==> config.mk <==
export PLATFORM = sky130hd
export DESIGN_NAME = unified_mem_arbiter_flat
export DESIGN_NICKNAME = d
export VERILOG_FILES = /design/src/rtl/unified_mem_arbiter_pkg.sv /design/src/rtl/unified_mem_arbiter_if.sv /design/src/rtl/unified_mem_arbiter_timer.sv /design/src/rtl/unified_mem_arbiter.sv /design/src/flat_wrapper.sv
export SDC_FILE = /design/constraint.sdc
export NUM_CORES = 1
export LEC_CHECK = 0
export CORE_ASPECT_RATIO = 0.75
export CORE_MARGIN = 8
export CORE_UTILIZATION = 35
export CTS_CLUSTER_SIZE = 10
export DETAILED_ROUTE_END_ITERATION = 10
export GPL_ROUTABILITY_DRIVEN = 0
export HOLD_SLACK_MARGIN = 0.03
export PLACE_DENSITY = 0.7
export SLEW_MARGIN = 40
export SYNTH_ARGS = -nofsm -noshare
export SYNTH_HDL_FRONTEND = slang
export SYNTH_SLANG_ARGS = --single-unit
==> constraint.sdc <==
create_clock -name clock -period 2.4 [get_ports clock]
set_input_delay 0.24 -clock clock [delete_from_list [all_inputs] [get_ports clock]]
set_output_delay 0.24 -clock clock [all_outputs]
set_load 0.02 [all_outputs]
==> src/rtl/unified_mem_arbiter_pkg.sv <==
`default_nettype none
// ============================================================================
// Module  : mem_arb_pkg
// Purpose : Shared types and default widths for the unified memory arbiter.
// Rev     : 1.0  initial release
// ============================================================================
package mem_arb_pkg;

    localparam int DEF_ADDR_W = 64;
    localparam int DEF_DATA_W = 64;

    typedef enum logic [1:0] {
        IDLE  = 2'd0,
        ISSUE = 2'd1,
        WAIT  = 2'd2,
        RESP  = 2'd3
    } arb_state_e;

    typedef enum logic {
        GNT_IF  = 1'b0,
        GNT_MEM = 1'b1
    } arb_gnt_e;

endpackage
`default_nettype wire

==> src/rtl/unified_mem_arbiter_if.sv <==
`default_nettype none
// ============================================================================
// Module  : unified_mem_arbiter_if
// Purpose : IF/MEM request buses, RAM port and stall for the memory arbiter.
// Rev     : 1.0  initial release
// ============================================================================
interface unified_mem_arbiter_if
    import mem_arb_pkg::*;
#(
    parameter int ADDR_W = DEF_ADDR_W,
    parameter int DATA_W = DEF_DATA_W
);
    logic              if_req;
    logic [ADDR_W-1:0] if_addr;
    logic              if_cancel;
    logic [DATA_W-1:0] if_rdata;
    logic              if_ready;

    logic              mem_req;
    logic              mem_we;
    logic [ADDR_W-1:0] mem_addr;
    logic [DATA_W-1:0] mem_wdata;
    logic [DATA_W-1:0] mem_rdata;
    logic              mem_ready;

    logic              ram_en;
    logic              ram_we;
    logic [ADDR_W-1:0] ram_addr;
    logic [DATA_W-1:0] ram_wdata;
    logic [DATA_W-1:0] ram_rdata;

    logic              pipeline_stall;

    // Requesters and the RAM sit on the master side.
    modport master (
        output if_req, if_addr, if_cancel,
        output mem_req, mem_we, mem_addr, mem_wdata,
        output ram_rdata,
        input  if_rdata, if_ready, mem_rdata, mem_ready,
        input  ram_en, ram_we, ram_addr, ram_wdata,
        input  pipeline_stall
    );

    modport slave (
        input  if_req, if_addr, if_cancel,
        input  mem_req, mem_we, mem_addr, mem_wdata,
        input  ram_rdata,
        output if_rdata, if_ready, mem_rdata, mem_ready,
        output ram_en, ram_we, ram_addr, ram_wdata,
        output pipeline_stall
    );
endinterface
`default_nettype wire

==> src/rtl/unified_mem_arbiter_timer.sv <==
`default_nettype none
// ============================================================================
// Module  : arb_latency_timer
// Purpose : Loadable down-counter with a done flag (count has reached zero).
// Rev     : 1.0  initial release
// ============================================================================
module arb_latency_timer #(
    parameter  int MAX_COUNT = 2,
    localparam int CNT_W     = $clog2(MAX_COUNT + 1)
) (
    input  logic             clock,
    input  logic             reset_n,
    input  logic             load_i,
    input  logic [CNT_W-1:0] load_val_i,
    input  logic             dec_i,
    output logic             done_o
);

    logic [CNT_W-1:0] cnt_q;
    logic [CNT_W-1:0] cnt_d;

    always_comb begin
        cnt_d = cnt_q;
        if (load_i) begin
            cnt_d = load_val_i;
        end else if (dec_i && (cnt_q != '0)) begin
            cnt_d = cnt_q - 1'b1;
        end
    end

    always_ff @(posedge clock or negedge reset_n) begin
        if (!reset_n) begin
            cnt_q <= '0;
        end else begin
            cnt_q <= cnt_d;
        end
    end

    assign done_o = (cnt_q == '0);

endmodule
`default_nettype wire

==> src/rtl/unified_mem_arbiter.sv <==
`default_nettype none
// ============================================================================
// Module  : unified_mem_arbiter
// Purpose : Arbitrates IF and MEM onto one fixed-latency single-ported RAM.
// Rev     : 1.0  initial release
// ============================================================================
module unified_mem_arbiter
    import mem_arb_pkg::*;
#(
    parameter int ADDR_W     = DEF_ADDR_W,
    parameter int DATA_W     = DEF_DATA_W,
    parameter int RAM_LAT    = 2,
    parameter int MAX_STARVE = 4
) (
    input  logic                  clock,
    input  logic                  reset_n,
    unified_mem_arbiter_if.slave  bus
);

    localparam int               LAT_W   = $clog2(RAM_LAT + 1);
    localparam int               STV_W   = $clog2(MAX_STARVE + 1);
    localparam logic [LAT_W-1:0] LAT_VAL = LAT_W'(RAM_LAT);
    localparam logic [STV_W-1:0] STV_MAX = STV_W'(MAX_STARVE);

    arb_state_e        state_q,     state_d;
    arb_gnt_e          gnt_q,       gnt_d;
    logic              we_q,        we_d;
    logic [ADDR_W-1:0] addr_q,      addr_d;
    logic [DATA_W-1:0] wdata_q,     wdata_d;
    logic [STV_W-1:0]  starve_q,    starve_d;
    logic              drop_q,      drop_d;
    logic [DATA_W-1:0] if_rdata_q,  if_rdata_d;
    logic [DATA_W-1:0] mem_rdata_q, mem_rdata_d;

    logic timer_load;
    logic timer_dec;
    logic timer_done;
    logic if_req_eff;
    logic if_owner;

    // A flushed fetch is not a request.
    assign if_req_eff = bus.if_req & ~bus.if_cancel;
    assign if_owner   = (gnt_q == GNT_IF);

    arb_latency_timer #(
        .MAX_COUNT (RAM_LAT)
    ) u_timer (
        .clock      (clock),
        .reset_n    (reset_n),
        .load_i     (timer_load),
        .load_val_i (LAT_VAL),
        .dec_i      (timer_dec),
        .done_o     (timer_done)
    );

    always_comb begin
        state_d     = state_q;
        gnt_d       = gnt_q;
        we_d        = we_q;
        addr_d      = addr_q;
        wdata_d     = wdata_q;
        starve_d    = starve_q;
        drop_d      = drop_q;
        if_rdata_d  = if_rdata_q;
        mem_rdata_d = mem_rdata_q;
        timer_load  = 1'b0;
        timer_dec   = 1'b0;

        case (state_q)
            IDLE: begin
                drop_d = 1'b0;
                if (bus.mem_req && !(if_req_eff && (starve_q == STV_MAX))) begin
                    gnt_d   = GNT_MEM;
                    we_d    = bus.mem_we;
                    addr_d  = bus.mem_addr;
                    wdata_d = bus.mem_wdata;
                    state_d = ISSUE;
                    if (if_req_eff && (starve_q != STV_MAX)) begin
                        starve_d = starve_q + 1'b1;
                    end
                end else if (if_req_eff) begin
                    gnt_d    = GNT_IF;
                    we_d     = 1'b0;
                    addr_d   = bus.if_addr;
                    wdata_d  = '0;
                    starve_d = '0;
                    state_d  = ISSUE;
                end
            end
            ISSUE: begin
                timer_load = 1'b1;
                state_d    = WAIT;
                if (if_owner && bus.if_cancel) begin
                    drop_d = 1'b1;
                end
            end
            WAIT: begin
                if (if_owner && bus.if_cancel) begin
                    drop_d = 1'b1;
                end
                if (timer_done) begin
                    state_d = RESP;
                    if (!we_q) begin
                        if (if_owner) begin
                            if_rdata_d = bus.ram_rdata;
                        end else begin
                            mem_rdata_d = bus.ram_rdata;
                        end
                    end
                end else begin
                    timer_dec = 1'b1;
                end
            end
            RESP: begin
                state_d = IDLE;
                drop_d  = 1'b0;
            end
            default: begin
                state_d = IDLE;
            end
        endcase
    end

    always_ff @(posedge clock or negedge reset_n) begin
        if (!reset_n) begin
            state_q     <= IDLE;
            gnt_q       <= GNT_IF;
            we_q        <= 1'b0;
            addr_q      <= '0;
            wdata_q     <= '0;
            starve_q    <= '0;
            drop_q      <= 1'b0;
            if_rdata_q  <= '0;
            mem_rdata_q <= '0;
        end else begin
            state_q     <= state_d;
            gnt_q       <= gnt_d;
            we_q        <= we_d;
            addr_q      <= addr_d;
            wdata_q     <= wdata_d;
            starve_q    <= starve_d;
            drop_q      <= drop_d;
            if_rdata_q  <= if_rdata_d;
            mem_rdata_q <= mem_rdata_d;
        end
    end

    assign bus.ram_en    = (state_q == ISSUE);
    assign bus.ram_we    = bus.ram_en & we_q;
    assign bus.ram_addr  = addr_q;
    assign bus.ram_wdata = wdata_q;

    assign bus.if_ready  = (state_q == RESP) & if_owner & ~drop_q & ~bus.if_cancel;
    assign bus.mem_ready = (state_q == RESP) & ~if_owner;
    assign bus.if_rdata  = if_rdata_q;
    assign bus.mem_rdata = mem_rdata_q;

    assign bus.pipeline_stall = (bus.if_req & ~bus.if_ready & ~bus.if_cancel)
                              | (bus.mem_req & ~bus.mem_ready);

endmodule
`default_nettype wire

==> src/flat_wrapper.sv <==
// flat-port wrapper written by rule: the top's interface ports become plain ports
module unified_mem_arbiter_flat import mem_arb_pkg::*;
#(
    parameter int ADDR_W     = DEF_ADDR_W,
    parameter int DATA_W     = DEF_DATA_W,
    parameter int RAM_LAT    = 2,
    parameter int MAX_STARVE = 4
)
  (clock, reset_n, bus_if_req, bus_if_addr, bus_if_cancel, bus_mem_req, bus_mem_we, bus_mem_addr, bus_mem_wdata, bus_ram_rdata, bus_if_rdata, bus_if_ready, bus_mem_rdata, bus_mem_ready, bus_ram_en, bus_ram_we, bus_ram_addr, bus_ram_wdata, bus_pipeline_stall);
  unified_mem_arbiter_if #(.ADDR_W(ADDR_W), .DATA_W(DATA_W)) bus_i ();
  input  logic clock;
  input  logic reset_n;
  input wire logic [$bits(bus_i.if_req)-1:0] bus_if_req;
  input wire logic [$bits(bus_i.if_addr)-1:0] bus_if_addr;
  input wire logic [$bits(bus_i.if_cancel)-1:0] bus_if_cancel;
  input wire logic [$bits(bus_i.mem_req)-1:0] bus_mem_req;
  input wire logic [$bits(bus_i.mem_we)-1:0] bus_mem_we;
  input wire logic [$bits(bus_i.mem_addr)-1:0] bus_mem_addr;
  input wire logic [$bits(bus_i.mem_wdata)-1:0] bus_mem_wdata;
  input wire logic [$bits(bus_i.ram_rdata)-1:0] bus_ram_rdata;
  output wire logic [$bits(bus_i.if_rdata)-1:0] bus_if_rdata;
  output wire logic [$bits(bus_i.if_ready)-1:0] bus_if_ready;
  output wire logic [$bits(bus_i.mem_rdata)-1:0] bus_mem_rdata;
  output wire logic [$bits(bus_i.mem_ready)-1:0] bus_mem_ready;
  output wire logic [$bits(bus_i.ram_en)-1:0] bus_ram_en;
  output wire logic [$bits(bus_i.ram_we)-1:0] bus_ram_we;
  output wire logic [$bits(bus_i.ram_addr)-1:0] bus_ram_addr;
  output wire logic [$bits(bus_i.ram_wdata)-1:0] bus_ram_wdata;
  output wire logic [$bits(bus_i.pipeline_stall)-1:0] bus_pipeline_stall;
  assign bus_i.if_req = bus_if_req;
  assign bus_i.if_addr = bus_if_addr;
  assign bus_i.if_cancel = bus_if_cancel;
  assign bus_i.mem_req = bus_mem_req;
  assign bus_i.mem_we = bus_mem_we;
  assign bus_i.mem_addr = bus_mem_addr;
  assign bus_i.mem_wdata = bus_mem_wdata;
  assign bus_i.ram_rdata = bus_ram_rdata;
  assign bus_if_rdata = bus_i.if_rdata;
  assign bus_if_ready = bus_i.if_ready;
  assign bus_mem_rdata = bus_i.mem_rdata;
  assign bus_mem_ready = bus_i.mem_ready;
  assign bus_ram_en = bus_i.ram_en;
  assign bus_ram_we = bus_i.ram_we;
  assign bus_ram_addr = bus_i.ram_addr;
  assign bus_ram_wdata = bus_i.ram_wdata;
  assign bus_pipeline_stall = bus_i.pipeline_stall;
  unified_mem_arbiter #(.ADDR_W(ADDR_W), .DATA_W(DATA_W), .RAM_LAT(RAM_LAT), .MAX_STARVE(MAX_STARVE)) u_core (.clock(clock), .reset_n(reset_n), .bus(bus_i));
endmodule
==> flow_summary_export.csv <==
group,metric,value,unit
timing,skew,0.0129,ns
detailed_routing,wl_per_cell,22.4,µm
synth,yosysWarnings,0,
worst_setup_path,arrival,2.01,ns
detailed_routing,drt_iter0_markers,629,
finish,finish.instance_area,0.0179,mm²
clock_tree,cts_buffers,31,
worst_setup_path,critical_path.max_fanout,4,
detailed_routing,drcViolationCount,0,
floorplan,num_rows,57,
timing,layout_min_cycle_time,2.25,ns
detailed_routing,totalWireLength,40400,µm
worst_setup_path,critPathSlowestCell,"or3b_2",
floorplan,io_pins,523,
clock_tree,clock_latency,0.57,ns
synth,synth_top_area_share,0.586,
global_routing,grt_pass1_wl,60700,µm
placed_design,io_buffers,522,
worst_setup_path,rr_worst_depth,6,
worst_hold_path,whs_endpoint,"u_core.bus.ram_addr[50]",
synth,yosys-top-cells-count,"dfrtp_1 (266), mux2_2 (124), nand2_1 (67)",
detailed_routing,antenna_left,0,
worst_setup_path,slowest_delay,0.46,ns
global_routing,antenna_found_initial,4,
synth,async_reset_ff_frac,1.00,
detailed_routing,drt-vias-per-instance,5.13,
run_status,status,"finished, final reports clean",
finish,drive_gt1_frac,0.144,
synth,synth_edf_count,0,
placed_design,dpl_cell_area,0.0171,mm²
timing,setup_viol,0,
worst_hold_path,worstHoldPathCells,3,
synth,synth.most_common_cell,"dfrtp_1",
timing,fmax,444,MHz
detailed_routing,vias,9239,
worst_hold_path,worstHoldStart,"bus_mem_req",
finish,syn_to_final_growth,57.7,%
synth,yosysUniqueCellTypes,39,
synth,yosysTopAreaCell,"dfrtp_1",
synth,synth_ff_type,"dfrtp_1",
clock_tree,cts_max_level,1,
timing,fin_hold_ws,0.182,ns
global_routing,grt_overflow_total,0,
detailed_routing,dr.pass1.iters,5,
synth,synth.area.top_cells,"dfrtp_1 (59%), mux2_2 (12%), a22o_1 (5.0%), o221ai_1 (4.9%), o22a_1 (4.9%)",
floorplan,core,0.0322,mm²
run,drv_cap,0,
synth,synth.cell_area,0.0114,mm²
global_routing,grtUsageTotal,0.200,
pwr,leakagePower,7.26,nW
timing,rsz0062_at_grt,"no",
pwr,max-vdd-ir-drop,0.634,mV
worst_setup_path,cp-start-kind,"flop",
floorplan,die_area,0.0385,mm²
synth,syn_nets,1125,
floorplan,dieWidth,224,µm
finish,fin_nets,1621,
synth,avgSynthCellArea,13.3,µm²
worst_setup_path,critPathKind,"reg -> out",
clock_tree,cts_buffer_depth,3,
placed_design,dp_hpwl,29200,µm
floorplan,die_h,172,µm
pwr,finalPower,0.0242,W
timing,slew_headroom,0.472,
worst_setup_path,r2r_end,"u_core.bus.ram_addr[34]",
worst_setup_path,rr_startpoint,"u_core.starve_q[0]",
timing,slew_viol_final,0,
clock_tree,cts_setup_buffers,0,
floorplan,initial_core_util,0.353,
synth,synth_seq_cells,266,
timing,hold_viol,0,
worst_hold_path,hp-class,"in -> reg",
worst_setup_path,rrSetupSlack,0.44,ns
synth,syn_inst,855,
timing,fin_crit_sh,0.939,
worst_setup_path,path_cells,"ha_1 -> or3b_2 -> nor2_1 -> clkdlybuf4s15_1",
global_routing,grt_pass1_vias,9801,
worst_setup_path,required,2.16,ns
clock_tree,cts-root-buf,"clkbuf_16",
global_routing,grt_max_degree,142,
timing,tightest_slew,0.792,ns
clock_tree,cts_tree,"built",
clock_tree,path_clk_slew,0.06,ns
timing,tns,0,ns
pwr,power_density,1350,mW/mm²
worst_setup_path,endpoint_kind,"output port",
synth,synth_seq_area_share,0.586,
clock_tree,cts_sinks,266,
[what timing repair did]
item / in CTS / in global routing
gates resized for setup: 4 / 2
endpoints found under the hold margin: 61 / 0
hold buffers: 1 / 0
endpoints found under the setup margin: 3 / 2
[per-stage QoR]
stage | setup slack [ns] | cells | util
after detailed placement | 0.268 | 1759 | 0.530
after floorplan | 0.579 | 855 | -
after global placement | 0.264 | 1759 | 0.530
final | 0.148 | 1800 | 0.557
after CTS | 0.0166 | 1796 | 0.557
after global routing | 0.00199 | 1800 | 0.557
[placed cells by master, fill, tap and decap left out, drive strengths merged, types with 2 or more instances in the layout]
cell	synthesis	layout
a21boi	65	65
a21oi	2	2
a22o	65	65
and2	2	2
buf	57	26
clkbuf	27	34
clkdlybuf4s50	0	517
dfrtp	266	266
diode	0	4
ha	8	8
inv	8	9
mux2	129	129
nand2	67	67
nand2b	3	3
nand3	3	3
nand4b	2	2
nor2	4	4
nor2b	2	2
o21ai	4	4
o221ai	64	64
o22a	64	64
[cell type report]
class	instances	area [µm²]
Fill cell	2699	14300
Sequential cell	266	6660
Timing Repair Buffer	547	5560
Multi-Input combinational cell	497	4270
Clock buffer	33	793
Tap cell	442	553
Clock inverter	3	36.3
Inverter	8	30.0
Antenna cell	4	10.0
[logic make-up after synthesis]
kind of cell,share of synthesized area
AOI/OAI and AO/OA,0.199
DFF,0.586
muxes,0.128
buffers and inverters,0.0408
and+or+nand+nor,0.0369
adders and majority gates,0.00881
xor gates and xnor gates,0.000771
[metal layers]
metal  vias to the layer above  wire length [µm]  global-route usage
li1                       4195                 -                   -
met1                      4622             15700               0.246
met2                       366             20600               0.341
met3                        56              3210              0.0602
met4                         0               883              0.0526
met5                         -                 0                   0
[flip-flops by register name, summed over array words and instances (netlist names)]
| signal | count |
|---|---|
| u_core.drop_q | 1 |
| u_core.bus.mem_rdata | 64 |
| u_core.starve_q | 3 |
| u_core.bus.ram_addr | 64 |
| u_core.u_timer.cnt_q | 2 |
| u_core.we_q | 1 |
| u_core.gnt_q | 1 |
| u_core.bus.ram_wdata | 64 |
| u_core.state_q | 2 |
| u_core.bus.if_rdata | 64 |
[critical path: cells and delay by family, from the launching register on]
family | cells | cell delay, ns
simple gates | 2 | 0.56
fa+ha+maj | 1 | 0.17
flops | 1 | 0.39
buf+inv | 1 | 0.33
[power by group]
group | internal [W] | switching, W
logic | 0.00625 | 0.00605
registers | 0.00668 | 0.00118
clock network | 0.00231 | 0.00174
total | 0.0152 | 0.00896
[worst max path at each step]
stage | slack [ns] | end | from
global route | 0.002 | bus_if_ready | u_core.state_q[1]
detailed placement | 0.27 | bus_pipeline_stall | bus_if_req
finish | 0.15 | bus_if_ready | u_core.state_q[1]
CTS | 0.02 | bus_pipeline_stall | u_core.state_q[1]
global placement | 0.26 | bus_pipeline_stall | bus_if_req
floorplan | 0.58 | u_core.bus.if_rdata[38] | u_core.state_q[0]
No activity file was read; power rests on OpenSTA's default activity.
